**config.mk**
```make
export PLATFORM = sky130hd
export DESIGN_NAME = decode_scan
export DESIGN_NICKNAME = d
export VERILOG_FILES = /design/src/rtl/decode_pkg.sv /design/src/rtl/decode_onehot.sv /design/src/rtl/decode_scan.sv
export SDC_FILE = /design/constraint.sdc
export NUM_CORES = 1
export LEC_CHECK = 0
export BUFFER_PORTS_ARGS = -buffer_cell sky130_fd_sc_hd__buf_2
export CAP_MARGIN = 5
export CORE_AREA = 2 2 39 41
export CTS_CLUSTER_DIAMETER = 120
export DETAILED_ROUTE_END_ITERATION = 16
export DIE_AREA = 0 0 41 43
export GPL_TIMING_DRIVEN = 1
export SETUP_SLACK_MARGIN = 0.2
export SYNTH_ARGS = -nofsm -noshare
export SYNTH_HDL_FRONTEND = slang
export SYNTH_SLANG_ARGS = --single-unit
```
**constraint.sdc**
```tcl
create_clock -name clk -period 1.2 [get_ports clk]
set_clock_uncertainty 0.15 [all_clocks]
set_input_delay 0.06 -clock clk [delete_from_list [all_inputs] [get_ports clk]]
set_output_delay 0.06 -clock clk [all_outputs]
set_load 0.1 [all_outputs]
```
**src/rtl/decode_pkg.sv**
```systemverilog
// decode_pkg: state encoding and one-hot line test shared by the decode_scan slice.
package decode_pkg;
  typedef enum logic [1:0] {IDLE = 2'd0, DIRECT = 2'd1, SCAN = 2'd2} state_e;
  function automatic logic onehot(input int unsigned idx, input int unsigned line);
    return idx == line;
  endfunction
endpackage

```
**src/rtl/decode_onehot.sv**
```systemverilog
// decode_onehot: combinational N-to-2^N one-hot decoder with enable.
module decode_onehot
  import decode_pkg::*;
#(
  parameter int N = 2
) (
  input  logic              en,
  input  logic [N-1:0]      a,
  output logic [2**N-1:0]   y
);
  for (genvar i = 0; i < 2**N; i++) begin : g_line
    assign y[i] = en & onehot(int'(a), i);
  end
endmodule

```
**src/rtl/decode_scan.sv**
```systemverilog
// decode_scan: registered one-hot decoder with DIRECT and auto-SCAN modes.
// Define DECODE_ACTIVE_LOW_EN to drive Y active-low (all-ones when idle).
module decode_scan
  import decode_pkg::*;
#(
  parameter int N     = 2,
  parameter int DWELL = 4
) (
  input  logic            clk,
  input  logic            rst_n,
  input  logic            E,
  input  logic            MODE,
  input  logic [N-1:0]    A,
  output logic [2**N-1:0] Y,
  output logic [N-1:0]    IDX,
  output logic            WRAP
);
  localparam int CW = DWELL > 1 ? $clog2(DWELL) : 1;
  localparam logic [CW-1:0] LAST = CW'(DWELL - 1);
  state_e state_q, state_d;
  logic [N-1:0] idx_q, idx_d;
  logic [CW-1:0] cnt_q, cnt_d;
  logic wrap_q, wrap_d, steady, step;
  logic [2**N-1:0] y_hi;
  // Only an uninterrupted SCAN cycle advances; any other enabled cycle reloads from A.
  always_comb begin
    steady  = E && MODE && state_q == SCAN;
    step    = steady && cnt_q == LAST;
    state_d = !E ? IDLE : !MODE ? DIRECT : SCAN;
    idx_d   = !E ? idx_q : !steady ? A : step ? idx_q + N'(1) : idx_q;
    cnt_d   = steady && !step ? cnt_q + CW'(1) : '0;
    wrap_d  = step && idx_q == '1;
  end
  always_ff @(posedge clk) begin
    if (!rst_n) begin
      state_q <= IDLE;
      idx_q   <= '0;
      cnt_q   <= '0;
      wrap_q  <= 1'b0;
    end else begin
      state_q <= state_d;
      idx_q   <= idx_d;
      cnt_q   <= cnt_d;
      wrap_q  <= wrap_d;
    end
  end
  decode_onehot #(.N(N)) u_dec (.en(state_q != IDLE), .a(idx_q), .y(y_hi));
`ifdef DECODE_ACTIVE_LOW_EN
  assign Y = ~y_hi;
`else
  assign Y = y_hi;
`endif
  assign IDX  = idx_q;
  assign WRAP = wrap_q;
endmodule

```
==> metrics.cfg <==
[global_routing]
grt-ovfl-total=0
grt_max_degree=7
grt_pass1_wl_mm=1.86
antenna_found_initial=0
track_usage=0.160
grt_pass1_vias=438

[timing]
finalWorstSetupSlack_ns=-0.184
fin_crit_sh=1.15
slew_violations=0
fmax_mhz=723
post-route-min-period_ns=1.38
finalSetupViolCount=9
slew_headroom=0.844
rsz0062_at_grt=true
holdWs_ns=0.00475
hold_violations=0
tightest_slew_ns=0.233

[placed_design]
dpl_cell_area_um2=726
portBuffers=12
gp_congestion=0.698
dp_hpwl_um=736

[worst_setup_path]
worst_setup_path_end_kind=primary output
r2r-start=state_q[0]
crit_buf_inv=2
slowest_delay_ns=0.35
crit_family=flip-flops
r2r_end=IDX[1]
path_cells=buf_6, ha_4, nor2b_4, buf_12
r2r_slack_ns=-0.10
path_class=flop to primary output
setup.worst_path.start_class=flop
path_max_fanout=4
slowest_stage=dfxtp_4
reg2reg_depth=4
cp_data_required_time_ns=0.99
crit_arrival_ns=1.17

[clock_tree]
path_clk_slew_ns=0.05
htreeDepth=1
tritoncts=yes
clockBufferDepth=2
root_buffer=clkbuf_4
cts_sinks=7
clk-insertion-delay-late_ns=0.25
cts_made_buffers=3

[min_path]
hold_depth=2
holdCritPathClass=input pin to flop
worst_hold_path.endpoint=state_q[1]
min-delay-start=MODE

[route]
route.detailed.drc=0
dr_total_vias=425
first_pass_iters=4
ant_nets=0
wl_per_cell_um=12.0
drt-initial-drc-count=2
vias_per_cell=4.57
drt-total-wl_mm=1.12

[yosys]
synthTopCellsByArea=dfxtp_1, ha_1, nor2b_1, nand2_1, inv_1
synth_edf_count=0
post_synth_num_cell_types=17
yosysSeqAreaShare=0.384
syn-num-nets=50
async_reset_ff_frac=0
synth_ff_type=dfxtp_1
ys_seq_elements=7
synthTopCellsByCount=dfxtp_1, ha_1, nand2_1
netlist.area_leader.share=0.384
syn_avg_cell_area_um2=9.37
yosys_warnings=0
synth_area_leader_cell=dfxtp_1
yosysMostFrequentCell=dfxtp_1
netlist_instances=39
syn_area_um2=365

[status]
outcome=finished, violations left
violations=setup timing

[layout]
synthToLayoutAreaGrowth_pct=154
diodes=0
final_area_um2=928
nNetsFinal=89
drive_above_1_share=0.727

[floorplan]
ios=13
fp.coreArea_mm2=0.00138
dieArea_mm2=0.00176
die_h_um=43
die_w_um=41
start_util=0.264
row_count=14

[power]
vdd_drop_max_mv=0.485
leakagePower_uw=0.000397
powerDensity_mw_per_mm2=807

[job]
drv_cap=0

[stage by stage]
step	util	TNS, ns	setup WS, ns	std cells	power [uW]
after global routing	0.671	-1.25	-0.243	93	796
after CTS	0.625	-0.968	-0.201	88	734
after global placement	0.524	0	0.0144	75	477
after floorplan	-	-1.31	-0.272	39	386
final	0.671	-0.841	-0.184	93	749
after detailed placement	0.524	-0.0122	-0.0122	75	481
[routing by layer]
layer / GRT usage / wire [um] / up-vias
met5: 0 / 0 / -
met4: 0.100 / 10 / 0
met3: 0.0366 / 49 / 2
met2: 0.256 / 656 / 9
met1: 0.178 / 403 / 206
li1: - / - / 208
[sequential cells by signal, indices dropped and copies added, names as in the netlist]
register and count:
WRAP 1, cnt_q 2, IDX 2, state_q 2
[report_power, final]
group	switching [uW]	internal, uW
clock network	90.8	127
registers	7.16	241
logic	147	136
total	245	504
[timing repair]
item | CTS | global route
resized for setup | 8 | 8
endpoints found under the hold margin | 6 | 0
pin swaps | 3 | 4
buffers inserted | 3 | 5
hold buffers | 6 | 0
endpoints found under the setup margin | 11 | 11
[cell usage in the layout (no fill, tap or decap)]
cell           instances
clkbuf_1               1
nor2_2                 1
nor2_1                 2
buf_6                 10
nand2_4                1
ha_4                   4
mux2i_1                1
nand4bb_4              1
a311oi_1               1
and3_2                 1
buf_2                  5
a21oi_2                1
nand2_1                4
dfxtp_4                2
dfxtp_2                5
buf_12                 7
o211ai_1               1
o22ai_1                1
nor3b_2                1
nor3_2                 1
inv_2                  2
and4b_4                1
nor2b_4                4
ha_1                   1
inv_1                  2
buf_4                  6
clkbuf_4               3
dlygate4sd3_1          6
o211a_1                1
[final cells by class]
cell class	count	area (um2)
fill	98	455
timing repair buffer	34	383
multi-input combinational	28	330
clock buffer	4	26.3
inverter	4	15.0
sequential	7	154
tap	16	20.0
[worst max-delay path by stage]
stage / start / slack (ns) / depth (start not counted) / to
6_report: IDX[1] / -0.18 / 4 / Y[3]
5_1_grt: IDX[1] / -0.24 / 5 / Y[1]
4_1_cts: state_q[0] / -0.20 / 5 / Y[3]
3_5_place_dp: state_q[0] / -0.01 / 3 / IDX[1]
3_3_place_gp: state_q[0] / 0.01 / 3 / IDX[1]
2_1_floorplan: IDX[0] / -0.27 / 2 / Y[3]
[worst register-to-register path: cells and delay by family, from the launching register on]
| family | cells | cell delay [ns] |
|---|---|---|
| flops | 1 | 0.32 |
| compound gates | 1 | 0.30 |
| buf+inv | 2 | 0.21 |
| simple gates | 1 | 0.21 |
[kinds of logic after synthesis]
logic type,Yosys count,share of synthesized area
mux,1,0.0274
fa+ha+maj,5,0.171
buf+inv,4,0.0411
simple gates,17,0.274
flops,7,0.384
compound gates,5,0.103
Power figures use the tool's default switching activity.
